[src/rtl/fb_read_arbiter_pkg.sv]
// Frame-buffer shared definitions.
// Holds the 320x240 frame geometry (4 packed 4-bit pixels per 16-bit word),
// the default BRAM address/data widths and the fixed requester indices used by
// the read arbiter and its clients. fb_word_addr() maps a pixel coordinate to
// the word that holds it.
package fb_pkg;

  localparam int FB_WIDTH     = 320;
  localparam int FB_HEIGHT    = 240;
  localparam int PIX_PER_WORD = 4;
  localparam int FB_WORDS     = (FB_WIDTH * FB_HEIGHT) / PIX_PER_WORD;  // 19200

  localparam int FB_AW = 15;
  localparam int FB_DW = 16;

  // Requester indices on the arbiter. The display reader must be index 0
  // because that port carries the fixed top priority.
  localparam int REQ_VGA    = 0;
  localparam int REQ_THRESH = 1;
  localparam int REQ_MINMAX = 2;

  function automatic logic [FB_AW-1:0] fb_word_addr(input logic [8:0] x,
                                                    input logic [7:0] y);
    return FB_AW'((int'(y) * FB_WIDTH + int'(x)) / PIX_PER_WORD);
  endfunction

endpackage

[src/rtl/fb_read_arbiter_rr_picker.sv]
// rr_picker: combinational round-robin one-hot selector.
// Searches ports REQ_THRESH..NREQ-1 starting at rr_ptr and wrapping from
// NREQ-1 back to REQ_THRESH; the first port with req set is picked. Port 0
// (the display reader) is never considered here, it is handled by the caller.
// Ports:
//   req     in  NREQ  per-port request
//   rr_ptr  in  PW    first port to consider (REQ_THRESH..NREQ-1)
//   pick    out NREQ  one-hot pick, all zero when no port 1..NREQ-1 requests
module rr_picker
  import fb_pkg::*;
#(
  parameter int NREQ = 3,
  parameter int PW   = $clog2(NREQ)
) (
  input  logic [NREQ-1:0] req,
  input  logic [PW-1:0]   rr_ptr,
  output logic [NREQ-1:0] pick
);

  localparam int NRR = NREQ - REQ_THRESH;

  // Port 0 is outside the round-robin ring.
  logic unused_req_vga;
  assign unused_req_vga = req[REQ_VGA];

  always_comb begin
    logic          found;
    int            slot;
    logic [PW-1:0] idx;
    pick  = '0;
    found = 1'b0;
    slot  = 0;
    idx   = '0;
    for (int o = 0; o < NRR; o++) begin
      // Ring position o steps away from rr_ptr, folded back into 1..NREQ-1.
      slot = ((int'(rr_ptr) - REQ_THRESH + o) % NRR) + REQ_THRESH;
      idx  = PW'(slot);
      if (!found && req[idx]) begin
        pick[idx] = 1'b1;
        found     = 1'b1;
      end
    end
  end

endmodule

[src/rtl/fb_read_arbiter.sv]
// fb_read_arbiter: shares the single frame-buffer BRAM read port among NREQ
// requesters. Port 0 (VGA display reader) has fixed top priority; ports
// 1..NREQ-1 share the remaining cycles round-robin. Read data comes back on a
// broadcast rdata bus with a one-hot rvalid tag RD_LAT+1 cycles after the grant.
//
// Handshake: a requester raises req[i] with its address and holds both until
// gnt[i] is seen in the same cycle (gnt is combinational). A grant is a
// committed read: exactly RD_LAT+1 cycles later rvalid[i] is high for one
// cycle with the word on rdata. There is no back-pressure on the return side,
// so a new grant may be issued every cycle.
//
// Optional build macro FB_ARB_STARVE_GUARD_EN: per-port wait counters let a
// port that has waited STARVE_LIMIT cycles win over port 0 for one cycle.
// Without it port 0 strictly pre-empts every other port.
//
// Ports:
//   clk, rst   clock, asynchronous active-high reset
//   req        per-requester read request
//   req_addr   flattened addresses, slice i = [i*AW +: AW]
//   gnt        one-hot grant (combinational)
//   rvalid     one-hot return tag
//   rdata      read data, broadcast
//   bram_en    BRAM read enable
//   bram_addr  BRAM read address
//   bram_dout  BRAM read data, RD_LAT cycles after bram_en
//   busy       a read is in flight in the return pipeline
module fb_read_arbiter
  import fb_pkg::*;
#(
  parameter int NREQ         = 3,
  parameter int AW           = FB_AW,
  parameter int DW           = FB_DW,
  parameter int RD_LAT       = 1,
  parameter int STARVE_LIMIT = 64
) (
  input  logic               clk,
  input  logic               rst,
  input  logic [NREQ-1:0]    req,
  input  logic [NREQ*AW-1:0] req_addr,
  output logic [NREQ-1:0]    gnt,
  output logic [NREQ-1:0]    rvalid,
  output logic [DW-1:0]      rdata,
  output logic               bram_en,
  output logic [AW-1:0]      bram_addr,
  input  logic [DW-1:0]      bram_dout,
  output logic               busy
);

  localparam int            PW        = $clog2(NREQ);
  localparam logic [PW-1:0] PTR_FIRST = PW'(REQ_THRESH);
  localparam logic [PW-1:0] PTR_LAST  = PW'(NREQ - 1);

  logic [PW-1:0]   rr_ptr;
  logic [NREQ-1:0] rr_gnt;
  logic [NREQ-1:0] gnt_arb;
  logic [NREQ-1:0] starve_gnt;
  logic            starve_any;
  logic [PW-1:0]   gnt_idx;

  // Return pipeline: stage 0 is loaded with the grant, the last stage feeds
  // the rvalid/rdata output register.
  logic [RD_LAT-1:0]           pipe_vld;
  logic [RD_LAT-1:0][NREQ-1:0] pipe_id;

  rr_picker #(
    .NREQ (NREQ),
    .PW   (PW)
  ) u_rr_picker (
    .req    (req),
    .rr_ptr (rr_ptr),
    .pick   (rr_gnt)
  );

`ifdef FB_ARB_STARVE_GUARD_EN
  localparam logic [7:0] STARVE_LIM8 = 8'(STARVE_LIMIT);

  logic [7:0] wait_cnt [REQ_THRESH:NREQ-1];

  // Lowest-index port whose counter has reached the limit and that is still
  // requesting; a port that has just dropped req is not worth a grant.
  always_comb begin
    starve_gnt = '0;
    starve_any = 1'b0;
    for (int i = REQ_THRESH; i < NREQ; i++) begin
      if (!starve_any && req[i] && (wait_cnt[i] >= STARVE_LIM8)) begin
        starve_gnt[i] = 1'b1;
        starve_any    = 1'b1;
      end
    end
  end

  always_ff @(posedge clk or posedge rst) begin
    if (rst) begin
      for (int i = REQ_THRESH; i < NREQ; i++) wait_cnt[i] <= '0;
    end else begin
      for (int i = REQ_THRESH; i < NREQ; i++) begin
        if (!req[i] || gnt[i]) begin
          wait_cnt[i] <= '0;
        end else if (wait_cnt[i] != 8'hFF) begin
          wait_cnt[i] <= wait_cnt[i] + 8'd1;
        end
      end
    end
  end
`else
  logic [7:0] unused_starve_lim;
  assign unused_starve_lim = 8'(STARVE_LIMIT);
  assign starve_gnt        = '0;
  assign starve_any        = 1'b0;
`endif

  // Priority: starvation override (if built), then port 0, then round-robin.
  always_comb begin
    gnt_arb = '0;
    if (starve_any) begin
      gnt_arb = starve_gnt;
    end else if (req[REQ_VGA]) begin
      gnt_arb[REQ_VGA] = 1'b1;
    end else begin
      gnt_arb = rr_gnt;
    end
    gnt = rst ? '0 : gnt_arb;
  end

  assign bram_en = |gnt;

  always_comb begin
    bram_addr = '0;
    gnt_idx   = '0;
    for (int i = 0; i < NREQ; i++) begin
      if (gnt[i]) begin
        bram_addr = req_addr[i*AW +: AW];
        gnt_idx   = PW'(i);
      end
    end
  end

  // Round-robin pointer: moves past the port just served; port 0 grants
  // leave it alone so the ring resumes where it stopped.
  always_ff @(posedge clk or posedge rst) begin
    if (rst) begin
      rr_ptr <= PTR_FIRST;
    end else if (bram_en && (gnt_idx >= PTR_FIRST)) begin
      rr_ptr <= (gnt_idx == PTR_LAST) ? PTR_FIRST : gnt_idx + PW'(1);
    end
  end

  always_ff @(posedge clk or posedge rst) begin
    if (rst) begin
      pipe_vld <= '0;
      pipe_id  <= '0;
      rvalid   <= '0;
      rdata    <= '0;
    end else begin
      pipe_vld[0] <= bram_en;
      pipe_id[0]  <= gnt;
      for (int s = 1; s < RD_LAT; s++) begin
        pipe_vld[s] <= pipe_vld[s-1];
        pipe_id[s]  <= pipe_id[s-1];
      end
      // The last stage lines up with bram_dout; register both together so
      // rvalid and rdata change on the same edge.
      rvalid <= pipe_vld[RD_LAT-1] ? pipe_id[RD_LAT-1] : '0;
      if (pipe_vld[RD_LAT-1]) begin
        rdata <= bram_dout;
      end
    end
  end

  assign busy = |pipe_vld;

  gnt_at_most_one: assert property (@(posedge clk) disable iff (rst) $onehot0(gnt));
  gnt_when_req:    assert property (@(posedge clk) disable iff (rst) (|req) |-> $onehot(gnt));

endmodule

[config.mk]
export PLATFORM = sky130hd
export DESIGN_NAME = fb_read_arbiter
export DESIGN_NICKNAME = d
export VERILOG_FILES = /design/src/rtl/fb_read_arbiter_pkg.sv /design/src/rtl/fb_read_arbiter_rr_picker.sv /design/src/rtl/fb_read_arbiter.sv
export SDC_FILE = /design/constraint.sdc
export NUM_CORES = 1
export LEC_CHECK = 0
export CAP_MARGIN = 0
export CORE_ASPECT_RATIO = 1.5
export CORE_MARGIN = 4
export CORE_UTILIZATION = 31
export CTS_CLUSTER_DIAMETER = 150
export DETAILED_ROUTE_END_ITERATION = 10
export PLACE_DENSITY = 0.86
export SYNTH_ARGS = -nofsm -noshare
export SYNTH_HDL_FRONTEND = slang
export SYNTH_SLANG_ARGS = --single-unit
[constraint.sdc]
create_clock -name clk -period 1.94 [get_ports clk]
set_input_delay 0.485 -clock clk [delete_from_list [all_inputs] [get_ports clk]]
set_output_delay 0.485 -clock clk [all_outputs]
set_load 0.01 [all_outputs]
# Word level (Yosys, flattened, before mapping)
# Index checks and enable logic that the tools add are counted.
[word_totals] ff_bits=25 latchBits=0 ram_bits=0 rom_bits=0 inputBits=66 output_inout_bits=39 wordCells=46 memories=0
[classes] addsub=5 n_mul=0 div_mod_pow=0 order_cmp=5 eq_ne=1 shifts=0 mux=21 bitwise=3 n_reduce_logical=6
[ops] op="15-bit 2-to-1 mux" count=3
[ops] op="32-bit by 2-bit adder with 32-bit output, second input constant" count=1
[ops] op="3-bit 2-to-1 mux" count=4
[ops] op="1-bit 2-to-1 mux" count=7
[ops] op="2-bit by 1-bit greater-or-equal comparator with 1-bit output, second input constant" count=3
[ops] op="2-bit by 3-bit < comparator with 1-bit output, second input constant" count=2
[ops] op="2-bit 2-to-1 mux" count=3
[ops] op="2-bit adder, second input constant" count=2
[ops] op="1-bit binary-select mux with 2-bit select" count=2
[ops] op="1-bit demux with 2-bit select" count=2
[ops] op="1-bit logical AND" count=4
[ops] op="3-bit bitwise OR" count=1
[ops] op="3-bit OR reduction" count=1
[ops] op="2-bit by 1-bit subtractor with 3-bit output, second input constant" count=1
[ops] op="2-bit by 1-bit adder with 2-bit output, second input constant" count=1
[ops] op="1-bit AND" count=2
[ops] op="2-bit == test, second input constant" count=1
[ops] op="1-bit logical NOT" count=1

# Depth between registers and ports, before layout
[depth] ltp_word=16 mapped_depth=5 depth_no_buf=3

# By module
# From an unflattened synthesis, not the netlist that was laid out.
[unflattened] hier_cells=98 area_unflattened_um2=1247.4
[modules_own_cells] mod="fb_read_arbiter" n_inst=1 cells_each=92 area_each_um2=1202.4 seq_area_each_um2=626.9
[modules_own_cells] mod="rr_picker" n_inst=1 cells_each=6 area_each_um2=45.0 seq_area_each_um2=0.0

# Least setup slack after synthesis
# OpenSTA, ideal clock, no wires.
[synth_timing] path_kind="reg2out" startpoint="register rr_ptr[0]" endpoint="output port bram_addr[1]" t_arrival_ps=1402 required_ps=1455 setup_slack_ps=53 path_stages_with_launch=6 n_path_buf=2 cell_sequence="dfstp_2 -> nor2b_1 -> o211a_1 -> buf_6 -> buf_8 -> a221o_1"
[synth_via] word_cells_on_any_way=32 classes_between="add/sub: 4; order compare: 4; mux: 17; bitwise: 3; reduce/logical: 4"
[synth_rtl] element="from (decl)" line="fb_read_arbiter.sv:53" rtl="logic [PW-1:0] rr_ptr;"
[synth_rtl] element="from (signal assigned)" line="fb_read_arbiter.sv:144" rtl="rr_ptr <= (gnt_idx == PTR_LAST) ? PTR_FIRST : gnt_idx + PW'(1);"
[synth_rtl] element="2-bit by 1-bit subtractor with 3-bit output *" line="fb_read_arbiter_rr_picker.sv:36" rtl="slot = ((int'(rr_ptr) - REQ_THRESH + o) % NRR) + REQ_THRESH;"
[synth_rtl] element="32-bit by 2-bit adder with 32-bit output / 1-bit AND (equally long branches)"
[synth_rtl] element="1-bit AND (no line) / 2-bit adder (equally long branches)"
[synth_rtl] element="2-bit adder, or another cell as far along" line="fb_read_arbiter_rr_picker.sv:36"
[synth_rtl] element="2-bit by 3-bit < comparator with 1-bit output (implied by the code), or another cell as far along" line="fb_read_arbiter_rr_picker.sv:39" rtl="pick[idx] = 1'b1;"
[synth_rtl] element="1-bit logical AND (implied by the code) / 1-bit 2-to-1 mux (equally long branches)" line="fb_read_arbiter_rr_picker.sv:39"
[synth_rtl] element="1-bit 2-to-1 mux (implied by the code) / 1-bit demux with 2-bit select (equally long branches)"
[synth_rtl] element="1-bit demux with 2-bit select / 3-bit 2-to-1 mux (equally long branches)"
[synth_rtl] element="3-bit bitwise OR (no line)"
[synth_rtl] element="3-bit 2-to-1 mux *" line="fb_read_arbiter_rr_picker.sv:38" rtl="if (!found && req[idx]) begin"
[synth_rtl] element="2-bit 2-to-1 mux *" line="fb_read_arbiter.sv:117" rtl="end else if (req[REQ_VGA]) begin"
[synth_rtl] element="3-bit 2-to-1 mux *" line="fb_read_arbiter.sv:122" rtl="gnt = rst ? '0 : gnt_arb;"
[synth_rtl] element="via gnt[2]" line="fb_read_arbiter.sv:40" rtl="output logic [NREQ-1:0] gnt,"
[synth_rtl] element="15-bit 2-to-1 mux *" line="fb_read_arbiter.sv:131" rtl="if (gnt[i]) begin"
[synth_rtl] element="to (decl)" line="fb_read_arbiter.sv:44" rtl="output logic [AW-1:0] bram_addr,"
# Mark *: on every way through the listed nets, which the timed path passes. The rest lies on a longest branch. The select of a mux whose other input is x is not followed.

# Final worst setup path
[layout_timing] startpoint="register rr_ptr[0]" endpoint="output port bram_addr[6]"
[layout_via] elab_chain_len=15 word_cells_on_any_way=32 classes_between="add/sub: 4; order compare: 4; mux: 17; bitwise: 3; reduce/logical: 4"
[layout_lines] element="2-bit by 1-bit subtractor with 3-bit output *" line="fb_read_arbiter_rr_picker.sv:36"
[layout_lines] element="32-bit by 2-bit adder with 32-bit output / 1-bit AND (equally long branches)"
[layout_lines] element="1-bit AND (no line) / 2-bit adder (equally long branches)"
[layout_lines] element="2-bit adder, or another cell as far along" line="fb_read_arbiter_rr_picker.sv:36"
[layout_lines] element="2-bit by 3-bit < comparator with 1-bit output (implied by the code), or another cell as far along" line="fb_read_arbiter_rr_picker.sv:39"
[layout_lines] element="1-bit logical AND (implied by the code) / 1-bit 2-to-1 mux (equally long branches)" line="fb_read_arbiter_rr_picker.sv:39"
[layout_lines] element="1-bit 2-to-1 mux (implied by the code) / 1-bit demux with 2-bit select (equally long branches)"
[layout_lines] element="1-bit demux with 2-bit select / 3-bit 2-to-1 mux (equally long branches)"
[layout_lines] element="3-bit bitwise OR (no line)"
[layout_lines] element="3-bit 2-to-1 mux *" line="fb_read_arbiter_rr_picker.sv:38"
[layout_lines] element="1-bit 2-to-1 mux" line="fb_read_arbiter.sv:117"
[layout_lines] element="3-bit 2-to-1 mux *" line="fb_read_arbiter.sv:122"
[layout_lines] element="15-bit 2-to-1 mux (2 in series)" line="fb_read_arbiter.sv:131"
[layout_lines] element="15-bit 2-to-1 mux *" line="fb_read_arbiter.sv:131"
# Every way passes the cells marked *; elsewhere a longest branch is shown, timed or not. The select of a mux whose other input is x is not followed.

==> flow_summary.json <==
{
  "status": "finished with violations",
  "violations": "setup timing",
  "die_w_um": 58.93,
  "root_buffer": "clkbuf_8",
  "htreeDepth": 1,
  "yosysTopAreaCell": "dfrtp_1",
  "synth.yosys.seq_area_share": 0.5197,
  "ant_nets": 0,
  "cp_data_arrival_time_ps": 1760,
  "crit_start": "rr_ptr[0]$_DFFE_PP1P_",
  "place_hpwl_um": 3150,
  "grt_pass1_vias": 1321,
  "final-setup-viol-count": 17,
  "antenna_cells": 0,
  "synth_most_common_cell": "dfrtp_1",
  "synth-seq-cells": 25,
  "syn-instance-count": 94,
  "multiInputGateArea_sq_um": 543.0,
  "post-place-ws_ps": -826.2,
  "viasPerCell": 4.813,
  "rr_startpoint": "rr_ptr[0]$_DFFE_PP1P_",
  "worst_hold_slack_ps": 392.6,
  "maxSlewViolCount": 0,
  "critPathLaunchType": "register",
  "num_io_pins": 105,
  "path_max_fanout": 10,
  "cp.required_ps": 1450,
  "period_minus_slack_ps": 2245,
  "max_freq_mhz": 445.3,
  "drt_wl_total_um": 3916,
  "clock_skew_ps": 2.689,
  "synth_cell_types": 17,
  "clock_path_buffers": 2,
  "syn_nets": 160,
  "postCtsHoldBufs": 0,
  "hold_viol_final": 0,
  "rows": 27,
  "r2r_end": "busy$_DFF_PP0_",
  "syn_avg_cell_area_sq_um": 12.83,
  "grt_setup_unrepaired": "yes",
  "p_leak_nw": 1.067,
  "nets": 275,
  "worst_setup_path_end_kind": "output pin",
  "clk_pin_slew_ps": 80,
  "grt-ovfl-total": 0,
  "grt_first_pass_wirelength_um": 5885,
  "async_flop_share": 1.000,
  "cts_tree": "yes",
  "relSlewSlack": 0.7912,
  "antenna_found_initial": 0,
  "gp_congestion": 0.7982,
  "coreArea_sq_mm": 0.003716,
  "critical_path_class": "register to output pin",
  "synth_edf_count": 0,
  "holdCritPathClass": "input pin to asynchronous set/reset pin",
  "drt-wirelength-per-cell_um": 15.60,
  "cts.sinks": 25,
  "r2r_slack_ps": 320,
  "yosysWarnings": 0,
  "fillCellCount": 283,
  "synth_commonest_cells": "24 x dfrtp_1, 18 x and2_1, 16 x mux2_2",
  "syn_area_sq_mm": 0.001206,
  "track_usage": 0.1510,
  "ir_worst_vdd_uv": 472.8,
  "cap_violations": 0,
  "synth-main-ff-cell": "dfrtp_1",
  "yosysTopAreaCellShare": 0.4979,
  "tightest_slew_ps": 313.2,
  "timing.final.crit_share": 1.157,
  "first_pass_iters": 2,
  "seq_area_sq_um": 626.9,
  "vias": 1208,
  "fp.dieH_um": 84.40,
  "synth_area_leaders": "dfrtp_1 50%, mux2_2 15%, and2_1 9.3%",
  "grt_max_degree": 26,
  "p_per_area_mw_per_mm2": 749.8,
  "clk_latency_ps": 260,
  "cts_made_buffers": 3,
  "initial_core_util": 0.3246,
  "post-route-drc-count": 0,
  "r2r_cells": 5,
  "dieArea_sq_mm": 0.004973,
  "power_mw": 1.805,
  "drt-initial-drc-count": 15,
  "final_layout_size_suffix_gt1_frac": 0.2981,
  "syn2layout_area_growth_pct": 99.59,
  "portBuffers": 104,
  "fin_ws_ps": -305.5
}
worst max-delay path: stages, from the launching register on:
cell and delay (ps):
dfstp_2 570, nor2b_2 50, o211a_4 250, buf_6 140
a221o_1 350, buf_2 150
layout by cell type (no fill, tap or decap):
cell type | Yosys | routed
dfrtp_1 | 24 | 24
nor2b_1 | 3 | 1
dfstp_2 | 1 | 1
nand2_1 | 1 | 1
and2_1 | 18 | 18
or3_4 | 0 | 1
o21bai_1 | 2 | 2
o211a_4 | 0 | 1
a221o_1 | 9 | 9
nor2b_4 | 0 | 1
nor2_2 | 0 | 1
nor2b_2 | 0 | 1
buf_4 | 0 | 6
clkdlybuf4s50_1 | 0 | 81
dlygate4sd2_1 | 0 | 3
a221o_2 | 6 | 6
buf_2 | 4 | 9
buf_6 | 1 | 16
o211a_1 | 2 | 1
mux2_2 | 16 | 16
clkdlybuf4s15_1 | 0 | 2
clkbuf_8 | 0 | 3
inv_1 | 3 | 3
clkbuf_1 | 1 | 1
sequential cells by signal, summed over array words and instances (netlist names):
signal,count
rvalid,3
busy,1
pipe_id,3
rr_ptr,2
rdata,16
what timing repair did:
action / 4_1_cts / 5_1_grt
pin swaps: 10 / 2
resized for setup: 91 / 9
endpoints found under the setup margin: 19 / 18
setup buffers: 2 / 1
gates cloned: 2 / 0
endpoints found under the hold margin: 0 / 0
per-stage QoR:
step / TNS, ps / instances / util / area (sq um)
global placement: -14050 / 242 / 0.6219 / 2311
CTS: -5293 / 250 / 0.6374 / 2369
detailed placement: -14330 / 242 / 0.6219 / 2311
finish: -4503 / 251 / 0.6478 / 2407
global route: -5458 / 251 / 0.6478 / 2407
floorplan: 0 / 94 / - / 1206
worst max-delay path by stage:
stage	slack, ps	cells after the start	end
after global routing	-370	5	bram_addr[6]
final	-310	5	bram_addr[6]
after floorplan	50	5	bram_addr[1]
after detailed placement	-830	6	bram_en
after global placement	-810	6	bram_en
after CTS	-350	5	bram_en
report_power, final:
group | leakage, nW | switching (mW) | internal [mW]
logic | 0.743 | 0.278 | 0.521
clock network | 0.0228 | 0.148 | 0.146
registers | 0.302 | 0.0642 | 0.649
cell families (layout without fill, tap and decap cells):
family / count (synthesis) / in the layout / share of synthesized area
AOI/OAI and AO/OA: 19 / 19 / 0.1597
buffers and inverters: 10 / 124 / 0.05082
DFF: 25 / 25 / 0.5197
muxes: 16 / 16 / 0.1494
and+or+nand+nor: 24 / 24 / 0.1203
metal layers:
layer / global-route usage / vias up / routed length [um]
li1: - / 570 / -
met3: 0.03385 / 8 / 341
met5: 0 / - / 0
met4: 0.05361 / 0 / 94
met2: 0.2938 / 71 / 2173
met1: 0.1464 / 559 / 1307
area by class of cell:
cell class,count,area share
repair buffers,117,0.4683
clock buffers,4,0.01871
flip-flops and latches,25,0.2604
well taps,43,0.02235
inverters,3,0.004678
multi-input cells,59,0.2256
(Power assumes the default switching activity.)
